$ cat src/rtl/input_debounce_sync_pkg.sv
// Shared debounce state encoding and counter sizing helper.
package input_debounce_sync_pkg;

  typedef enum logic [1:0] {
    STABLE_LO = 2'd0,
    QUAL_HI   = 2'd1,
    STABLE_HI = 2'd2,
    QUAL_LO   = 2'd3
  } debounce_state_t;

  // Counter width able to hold 0..cycles.
  function automatic int unsigned cnt_width(input int unsigned cycles);
    return $clog2(cycles + 1);
  endfunction

endpackage

$ cat src/rtl/input_debounce_sync_sync_chain.sv
// Plain flop-chain synchroniser for a single-bit level crossing into clk.
module sync_chain #(
  parameter int unsigned STAGES    = 2,
  parameter logic        RESET_VAL = 1'b0
) (
  input  logic clk,
  input  logic rst_b,
  input  logic d,
  output logic q
);

  logic [STAGES-1:0] ff;

  always_ff @(posedge clk or negedge rst_b) begin
    if (!rst_b) begin
      ff <= {STAGES{RESET_VAL}};
    end else begin
      ff <= {ff[STAGES-2:0], d};
    end
  end

  assign q = ff[STAGES-1];

endmodule

$ cat src/rtl/input_debounce_sync.sv
// Synchronises and debounces one raw level input; emits the clean level
// plus one-cycle rise/fall events on accepted transitions.
module input_debounce_sync
  import input_debounce_sync_pkg::*;
#(
  parameter int unsigned SYNC_STAGES     = 2,
  parameter int unsigned DEBOUNCE_CYCLES = 16,
  parameter logic        RESET_VAL       = 1'b0
) (
  input  logic clk,
  input  logic rst_b,
  input  logic raw_in,
  input  logic en,
  output logic x_out,
  output logic rise_pulse,
  output logic fall_pulse,
  output logic busy
);

  localparam int unsigned CNT_W = cnt_width(DEBOUNCE_CYCLES);
  localparam debounce_state_t RESET_STATE = RESET_VAL ? STABLE_HI : STABLE_LO;

  logic            s;
  debounce_state_t state_q, state_n;
  logic [CNT_W-1:0] cnt_q, cnt_n;
  logic            x_n, rise_n, fall_n, busy_n;

  sync_chain #(
    .STAGES    (SYNC_STAGES),
    .RESET_VAL (RESET_VAL)
  ) u_sync (
    .clk   (clk),
    .rst_b (rst_b),
    .d     (raw_in),
    .q     (s)
  );

  always_ff @(posedge clk or negedge rst_b) begin
    if (!rst_b) begin
      state_q    <= RESET_STATE;
      cnt_q      <= '0;
      x_out      <= RESET_VAL;
      rise_pulse <= 1'b0;
      fall_pulse <= 1'b0;
      busy       <= 1'b0;
    end else begin
      state_q    <= state_n;
      cnt_q      <= cnt_n;
      x_out      <= x_n;
      rise_pulse <= rise_n;
      fall_pulse <= fall_n;
      busy       <= busy_n;
    end
  end

  // Count consecutive qualifying samples; any break falls back to the held level.
  always_comb begin
    state_n = state_q;
    cnt_n   = '0;
    x_n     = x_out;
    rise_n  = 1'b0;
    fall_n  = 1'b0;
    case (state_q)
      STABLE_LO: begin
        if (s && en) begin
          state_n = QUAL_HI;
          cnt_n   = CNT_W'(1);
        end
      end
      QUAL_HI: begin
        if (s && en) begin
          if (cnt_q == CNT_W'(DEBOUNCE_CYCLES - 1)) begin
            state_n = STABLE_HI;
            x_n     = 1'b1;
            rise_n  = 1'b1;
          end else begin
            cnt_n = cnt_q + CNT_W'(1);
          end
        end else begin
          state_n = STABLE_LO;
        end
      end
      STABLE_HI: begin
        if (!s && en) begin
          state_n = QUAL_LO;
          cnt_n   = CNT_W'(1);
        end
      end
      QUAL_LO: begin
        if (!s && en) begin
          if (cnt_q == CNT_W'(DEBOUNCE_CYCLES - 1)) begin
            state_n = STABLE_LO;
            x_n     = 1'b0;
            fall_n  = 1'b1;
          end else begin
            cnt_n = cnt_q + CNT_W'(1);
          end
        end else begin
          state_n = STABLE_HI;
        end
      end
      default: state_n = x_out ? STABLE_HI : STABLE_LO;
    endcase
    busy_n = (state_n == QUAL_HI) || (state_n == QUAL_LO);
  end

endmodule
$ cat config.mk
export PLATFORM = sky130hd
export DESIGN_NAME = input_debounce_sync
export DESIGN_NICKNAME = d
export VERILOG_FILES = /design/src/rtl/input_debounce_sync_pkg.sv /design/src/rtl/input_debounce_sync_sync_chain.sv /design/src/rtl/input_debounce_sync.sv
export SDC_FILE = /design/constraint.sdc
export NUM_CORES = 1
export LEC_CHECK = 0
export ABC_AREA = 0
export BUFFER_PORTS_ARGS = -buffer_cell sky130_fd_sc_hd__buf_2
export CAP_MARGIN = 25
export CORE_MARGIN = 2
export CORE_UTILIZATION = 34
export DETAILED_ROUTE_END_ITERATION = 10
export GPL_ROUTABILITY_DRIVEN = 0
export PLACE_DENSITY = 0.56
export SLEW_MARGIN = 0
export SYNTH_ARGS = -nofsm -noshare
export SYNTH_HDL_FRONTEND = slang
export SYNTH_SLANG_ARGS = --single-unit
$ cat constraint.sdc
create_clock -name clk -period 1.6 [get_ports clk]
set_clock_uncertainty 0.05 [all_clocks]
set_input_delay 0.08 -clock clk [delete_from_list [all_inputs] [get_ports clk]]
set_output_delay 0.08 -clock clk [all_outputs]
set_load 0.02 [all_outputs]
After elaboration in Yosys (flattened, before gate mapping):

Cells that the tools add are included.

* word-level logic and storage cells: 48
* bits in registers: 13
* output and inout port bits: 4

* $add $sub $neg: 1
* mux-type cells: 23
* equality and inequality tests: 10
* reductions and logical operators: 7

Operator list (count)
* 5-bit case mux with 4 select lines: 1
* 5-bit 2-to-1 mux: 3
* 2-bit 2-to-1 mux: 6
* 1-bit 2-to-1 mux: 11
* 2-bit != test (second input constant): 4
* 2-bit case mux with 4 select lines: 1
* 2-bit equality test (second input constant): 3
* 5-bit by 1-bit adder with 5-bit output (second input constant): 1
* 5-bit by 4-bit equality test with 1-bit output (second input constant): 1
* 5-bit AND reduction: 1
* 2-bit by 1-bit equality test with 1-bit output (second input constant): 2
* 1-bit logical AND: 2
* 2-bit logical NOT: 1
* 1-bit case mux with 2 select lines: 1
* 2-bit nonzero test: 1
* 1-bit logical NOT: 1
* 1-bit logical OR: 1

Depth between registers and ports, before layout:

Gate-level depths: netlist of run 1.

* depth in word-level cells: 6
* gate-level depth with buffers: 4
* mapped depth without buffers: 4

Modules after synthesis:

Synthesis of run 1 repeated with hierarchy kept, for this count alone.

* cell total of the unflattened synthesis: 37
* area, all modules: 489.2 µm²

By module, submodules not included
* input_debounce_sync: cells an instance 35, sequential area each 250.2 µm², times used 1, area each 439.2 µm²
* sync_chain: cells an instance 2, sequential area each 50.0 µm², times used 1, area each 50.0 µm²

Least setup slack after synthesis of run 1:

Ideal clock, no wire load.

* path kind: register to register
* from: register cnt_q[0]
* to: register state_q[1]
* setup time: 0.125 ns
* data arrival time: 1.197 ns
* required time: 1.425 ns
* path slack: 0.228 ns
* stages on the path, launching flop included: 5
* buffers on the path: 0
* cells stage by stage: dfrtp_1 -> ha_1 -> and4b_4 -> nand3_4 -> mux2_4

* longest elaborated chain between the ends: 4
* elaborated cells on any way between the ends: 6
* those cells by class: 1 x eq/ne; 5 x mux

RTL lines
* start, declared: RTL line input_debounce_sync.sv:25 `logic [CNT_W-1:0] cnt_q, cnt_n;`
* start signal, assigned: RTL line input_debounce_sync.sv:48 `cnt_q <= cnt_n;`
* 5-bit by 4-bit equality test with 1-bit output (*): RTL line input_debounce_sync.sv:72, input_debounce_sync.sv:91
* 2-bit 2-to-1 mux, on equally long branches: RTL line input_debounce_sync.sv:91, input_debounce_sync.sv:72
* 2-bit 2-to-1 mux, on equally long branches: RTL line input_debounce_sync.sv:90, input_debounce_sync.sv:71
* 2-bit case mux with 4 select lines (*): RTL line input_debounce_sync.sv:63 `case (state_q)`
* named net state_n[1]: RTL line input_debounce_sync.sv:24 `debounce_state_t state_q, state_n;`
* end signal, assigned: RTL line input_debounce_sync.sv:47 `state_q <= state_n;`
* end, declared: RTL line input_debounce_sync.sv:24

The timed path passes the listed nets; every way through them passes the cells marked *.
A chain may end at the register's enable or synchronous reset.

Final worst setup path of run 1:

Same ends and word-level chain as after synthesis.

==> impl_metrics.env, run 1 <==
export IMPL_ant_nets=0
export IMPL_num_rows=13
export IMPL_relSlewSlack_pct=81.88
export IMPL_cts_buffer_depth=2
export IMPL_wl_per_cell_microns=12.70
export IMPL_clk_latency_ns=0.27
export IMPL_cts_root_buf="clkbuf_4"
export IMPL_htree_levels=1
export IMPL_whs_ns=0.06064
export IMPL_syn_inst=38
export IMPL_worst_pin_slew_ns=0.2718
export IMPL_hold_path_class="input port to register"
export IMPL_syn_num_nets=43
export IMPL_final_nets=57
export IMPL_fmax_ghz=0.6880
export IMPL_core_area_sq_um=1318
export IMPL_start_kind="register"
export IMPL_worstPathArrival_ns=1.56
export IMPL_insertedDiodeCount=0
export IMPL_drc=0
export IMPL_syn_area_sq_um=489.2
export IMPL_antenna_found_initial=0
export IMPL_post_route_period_util_pct=90.85
export IMPL_rsz0062_at_grt="no"
export IMPL_tritoncts="built"
export IMPL_layout_drive_gt1_share_pct=27.45
export IMPL_p_leak_uw=0.0002861
export IMPL_ios=8
export IMPL_post_cts_repair_setup_buffers=0
export IMPL_syn_avg_cell_area_sq_um=12.87
export IMPL_critical_path_class="register to register"
export IMPL_finalCriticalPeriod_ns=1.454
export IMPL_cts_sinks=12
export IMPL_synth_seq_cells=12
export IMPL_die_area_sq_um=1758
export IMPL_grt_max_degree=13
export IMPL_fillers=122
export IMPL_routed_wl_microns=838
export IMPL_grt_ovfl_total=0
export IMPL_ys_seq_area_share_pct=61.38
export IMPL_numPortBuffers=7
export IMPL_setup_violations=0
export IMPL_p_total_uw=575.4
export IMPL_grt_pass1_vias=344
export IMPL_hold_violations=0
export IMPL_finalSetupTns_ns=0
export IMPL_ir_drop_mv=0.3726
export IMPL_area_delta_synth_final_pct=22.51
export IMPL_cp_end_kind="register"
export IMPL_track_usage_pct=11.64
export IMPL_yosys_warnings=0
export IMPL_slew_violations=0
export IMPL_cts_buffers=3
export IMPL_drv_cap=0
export IMPL_required_ns=1.71
export IMPL_placed_cells_incl_taps=60
export IMPL_firstDrtPassIters=4
export IMPL_die_w_microns=41.93
export IMPL_cp_max_fo=4
export IMPL_clkSlewWorstSetupHoldPaths_ns=0.07
export IMPL_avgViaCountPerCell=5.076
export IMPL_power_density_nw_per_um2=960.2
export IMPL_vias=335
export IMPL_die_h_microns=41.93
export IMPL_grt_pass1_wl_mm=1.476
export IMPL_first_iter_violations=1
export IMPL_status="finished clean"
export IMPL_final_cells=66
export IMPL_netlist_cell_type_count=19
export IMPL_cts_resized_gates=0
export IMPL_start_util_pct=37.13
export IMPL_dp_hpwl_microns=666.6
[flip-flops by register name (all words and copies together), names as in the netlist]
| register | flops |
|---|---|
| cnt_q | 5 |
| state_q | 2 |
| u_sync.ff | 2 |
| fall_pulse | 1 |
| rise_pulse | 1 |
| x_out | 1 |
[layer usage]
metal	track usage, %	vias to the layer above	wire (microns)
met3	7.826	0	43
li1	-	162	-
met4	1.935	0	0
met1	13.97	164	367
met2	17.50	9	427
met5	0	-	0
[layout make-up]
class	instances	area (sq um)	area share, %
repair buffers	9	55.05	9.186
flip-flops and latches	12	300.3	50.10
clock buffers	4	36.28	6.054
well taps	15	18.77	3.132
multi-input cells	26	188.9	31.52
[logic make-up (layout without fill, tap and decap cells)]
family,after synthesis,after routing,synth area share [%]
buffers and inverters,0,13,0
xor gates and xnor gates,3,3,5.372
DFF,12,12,61.38
and+or+nand+nor,17,17,22.00
AOI/OAI and AO/OA,4,4,5.627
muxes,1,1,3.068
adders and majority gates,1,1,2.557
[through the flow]
| step | cell area, sq um | setup WS (ns) | util (%) |
|---|---|---|---|
| after floorplan | 489.2 | 0.2281 | - |
| after global placement | 543.0 | 0.1828 | 41.22 |
| after detailed placement | 543.0 | 0.1412 | 41.22 |
| after CTS | 599.3 | 0.1303 | 45.49 |
| after global routing | 599.3 | 0.07058 | 45.49 |
| final | 599.3 | 0.1465 | 45.49 |
[path summary, 6_finish.rpt]
kind / startpoint / to / slack [ns] / cells past startpoint
setup reg to reg: cnt_q[0]$_DFF_PN0_ / state_q[1]$_DFF_PN0_ / 0.15 / 4
hold reg to reg: u_sync.ff[0]$_DFF_PN0_ / u_sync.ff[1]$_DFF_PN0_ / 0.32 / 0
hold / removal: en / rise_pulse$_DFF_PN0_ / 0.06 / 3
setup / recovery: cnt_q[0]$_DFF_PN0_ / state_q[1]$_DFF_PN0_ / 0.15 / 4
max in group asynchronous: rst_b / cnt_q[1]$_DFF_PN0_ / 1.13 / 2
min in group asynchronous: rst_b / fall_pulse$_DFF_PN0_ / 0.16 / 2
[cell usage after synthesis]
cell type / number / share of area (%)
nand2b_1: 1 / 1.3
o21a_1: 1 / 1.5
xor2_1: 2 / 3.6
a21oi_1: 1 / 1.0
mux2_4: 1 / 3.1
dfrtp_1: 12 / 61
and4b_4: 1 / 2.8
xnor2_1: 1 / 1.8
nor3_1: 1 / 1.0
nand2_1: 2 / 1.5
nor3b_1: 1 / 1.5
o211ai_1: 1 / 1.5
nand3_1: 4 / 4.1
and3_1: 2 / 2.6
and2_1: 1 / 1.3
nand3_4: 1 / 3.6
o31ai_1: 1 / 1.5
nor2_1: 3 / 2.3
ha_1: 1 / 2.6
[placed cells by master (no fill, tap or decap), drive strengths merged, types with 2 or more instances in the layout]
cell	n
nand3	5
and3	2
nand2	2
buf	7
xor2	2
dfrtp	12
dlygate4sd3	2
nor2	3
clkbuf	4
[report_power, final]
part | internal [uW] | switching (uW)
combinational | 10.5 | 15.1
clock | 138 | 96.3
sequential | 308 | 6.87
[repair_timing]
| action | CTS | global route |
|---|---|---|
| hold buffers | 2 | 0 |
| setup endpoints to repair | 0 | 0 |
| endpoints found under the hold margin | 13 | 0 |
[critical path, stage by stage, from the launching register on]
cell and delay, ns:
dfrtp_1 0.38, ha_1 0.22, and4b_4 0.29, nand3_4 0.10
mux2_4 0.31
Power figures use the tool's default switching activity.
==> run 2, diff against run 1 <==
--- a/config.mk
+++ b/config.mk
@@ -12,7 +12,7 @@
 export CORE_UTILIZATION = 34
 export DETAILED_ROUTE_END_ITERATION = 10
 export GPL_ROUTABILITY_DRIVEN = 0
-export PLACE_DENSITY = 0.56
+export PLACE_DENSITY = 0.58
 export SLEW_MARGIN = 0
 export SYNTH_ARGS = -nofsm -noshare
 export SYNTH_HDL_FRONTEND = slang
==> constraint.sdc (replaced) <==
create_clock -name clk -period 1.2 [get_ports clk]
set_clock_uncertainty 0.05 [all_clocks]
set_input_delay 0.06 -clock clk [delete_from_list [all_inputs] [get_ports clk]]
set_output_delay 0.06 -clock clk [all_outputs]
set_load 0.02 [all_outputs]
==> impl_metrics.env, run 2 (synthesized netlist as in run 1, its figures left out) <==
export IMPL_grt_pass1_wl_mm=1.469
export IMPL_worst_pin_slew_ns=0.2561
export IMPL_die_area_sq_um=1758
export IMPL_placed_cell_area_sq_um=605.6
export IMPL_power_density_nw_per_um2=1020
export IMPL_htree_levels=1
export IMPL_layout_common_cells="dfrtp_1, buf_4, buf_2"
export IMPL_clkSlewWorstSetupHoldPaths_ns=0.07
export IMPL_p_switching_uw=162.3
export IMPL_dp_hpwl_microns=607.3
export IMPL_required_ns=1.31
export IMPL_min_from="en"
export IMPL_p_int_uw=548.8
export IMPL_cts_buffers=3
export IMPL_finalWorstSetupSlack_ns=-0.1361
export IMPL_drv_cap=0
export IMPL_setup_violations=4
export IMPL_place_ws_ns=-0.1086
export IMPL_start_util_pct=37.13
export IMPL_rsz0062_at_grt="yes"
export IMPL_power_frac_comb_pct=6.4
export IMPL_track_usage_pct=12.11
export IMPL_fmax_ghz=0.7484
export IMPL_vias=352
export IMPL_p_clk_share_pct=34.7
export IMPL_ir_drop_mv=0.4131
export IMPL_final_common_cell="dfrtp_1"
export IMPL_finalSetupTns_ns=-0.3871
export IMPL_firstDrtPassIters=2
export IMPL_reg2reg_slack_ns=-0.14
export IMPL_clk_latency_ns=0.28
export IMPL_cts_root_buf="clkbuf_4"
export IMPL_largest_reg_flops=5
export IMPL_die_w_microns=41.93
export IMPL_violations="negative setup slack"
export IMPL_insertedDiodeCount=0
export IMPL_drc=0
export IMPL_first_iter_violations=1
export IMPL_r2r_cells=4
export IMPL_post_route_period_util_pct=111.3
export IMPL_status="complete, but fails checks"
export IMPL_grt_ovfl_total=0
export IMPL_largestRegisters="cnt_q: 5 flops, state_q: 2 flops, u_sync.ff: 2 flops"
export IMPL_ios=8
export IMPL_p_leak_uw=0.0003311
export IMPL_seq_power_share_pct=58.9
export IMPL_rr_endpoint="state_q[1]$_DFF_PN0_"
export IMPL_grt_pass1_vias=342
export IMPL_final_nets=67
export IMPL_final_cell_area_sq_um=696.9
export IMPL_slew_violations=0
export IMPL_critical_path_class="register to register"
export IMPL_hold_path_class="input port to register"
export IMPL_hold_violations=0
export IMPL_cp_end_kind="register"
export IMPL_grt_max_degree=13
export IMPL_die_h_microns=41.93
export IMPL_wl_per_cell_microns=11.56
export IMPL_relSlewSlack_pct=82.92
export IMPL_finalCriticalPeriod_ns=1.336
export IMPL_antenna_found_initial=0
export IMPL_avgViaCountPerCell=4.693
export IMPL_hold_depth=3
export IMPL_layout_drive_gt1_share_pct=48.33
export IMPL_utilization_pct=52.90
export IMPL_r2r_start="cnt_q[0]$_DFF_PN0_"
export IMPL_ant_nets=0
export IMPL_cp_max_fo=3
export IMPL_worstPathArrival_ns=1.45
export IMPL_regMostFlops="cnt_q"
export IMPL_start_kind="register"
export IMPL_routed_wl_microns=867
export IMPL_cts_sinks=12
export IMPL_min_to="cnt_q[0]$_DFF_PN0_"
export IMPL_cts_buffer_depth=2
export IMPL_p_sw_share_pct=22.83
export IMPL_numPortBuffers=7
export IMPL_core_area_sq_um=1318
export IMPL_whs_ns=0.02942
export IMPL_area_delta_synth_final_pct=42.46
export IMPL_tritoncts="built"
export IMPL_num_rows=13
-- run 2: changes by cell type in the layout (fill, tap and decap cells not counted), sizes merged --
cell / previous run / this run
buf: 7 / 17
clkbuf: 4 / 3
-- run 2: worst max-delay path by stage --
stage	startpoint	to	slack [ns]	depth (start not counted)
after floorplan	cnt_q[0]$_DFF_PN0_	state_q[1]$_DFF_PN0_	-0.15	4
after global placement	cnt_q[1]$_DFF_PN0_	state_q[1]$_DFF_PN0_	-0.1	4
after detailed placement	cnt_q[1]$_DFF_PN0_	state_q[1]$_DFF_PN0_	-0.11	4
after CTS	cnt_q[0]$_DFF_PN0_	state_q[1]$_DFF_PN0_	-0.12	4
after global routing	cnt_q[0]$_DFF_PN0_	state_q[1]$_DFF_PN0_	-0.18	4
final	cnt_q[0]$_DFF_PN0_	state_q[1]$_DFF_PN0_	-0.14	4
-- run 2: what timing repair did --
item / in CTS / in global routing
hold buffers: 2 / 0
buffers inserted: 0 / 2
resized for setup: 2 / 5
setup endpoints to repair: 6 / 7
hold endpoints to repair: 13 / 0
pin swaps: 0 / 2
-- run 2: metrics by stage --
step / cells / total power [uW]
after floorplan: 38 / 437.6
after global placement: 68 / 461.3
after detailed placement: 68 / 461.9
after CTS: 73 / 713.5
after global routing: 75 / 751.3
final: 75 / 711.1
-- run 2: layer usage --
metal | global-route usage [%] | up-vias | wire, microns | share of wire [%]
li1 | - | 177 | - | -
met1 | 14.88 | 162 | 404 | 47
met2 | 15.31 | 10 | 398 | 46
met3 | 5.217 | 3 | 44 | 5.1
met4 | 11.61 | 0 | 19 | 2.2
met5 | 0 | - | 0 | 0
-- run 2: critical path, cell delays in order, from the launching register on --
cell     delay, ns
dfrtp_1       0.36
ha_2          0.18
and4b_4       0.25
nand3_4       0.08
mux2_4        0.30
-- run 2: final cells by class --
| class | count | area, sq um |
|---|---|---|
| Sequential cell | 12 | 300.3 |
| Tap cell | 15 | 18.77 |
| Timing Repair Buffer | 19 | 133.9 |
| Multi-Input combinational cell | 26 | 221.5 |
| Fill cell | 107 | 620.6 |
| Clock buffer | 3 | 22.52 |
-- run 2: power groups by stage --
stage / sequential [uW] / combinational, uW / clock (uW)
finish: 419 / 45.4 / 247
floorplan: 428 / 9.10 / 0
CTS: 418 / 42.1 / 254
global route: 420 / 51.6 / 280
global placement: 426 / 35.8 / 0
detailed placement: 426 / 36.3 / 0
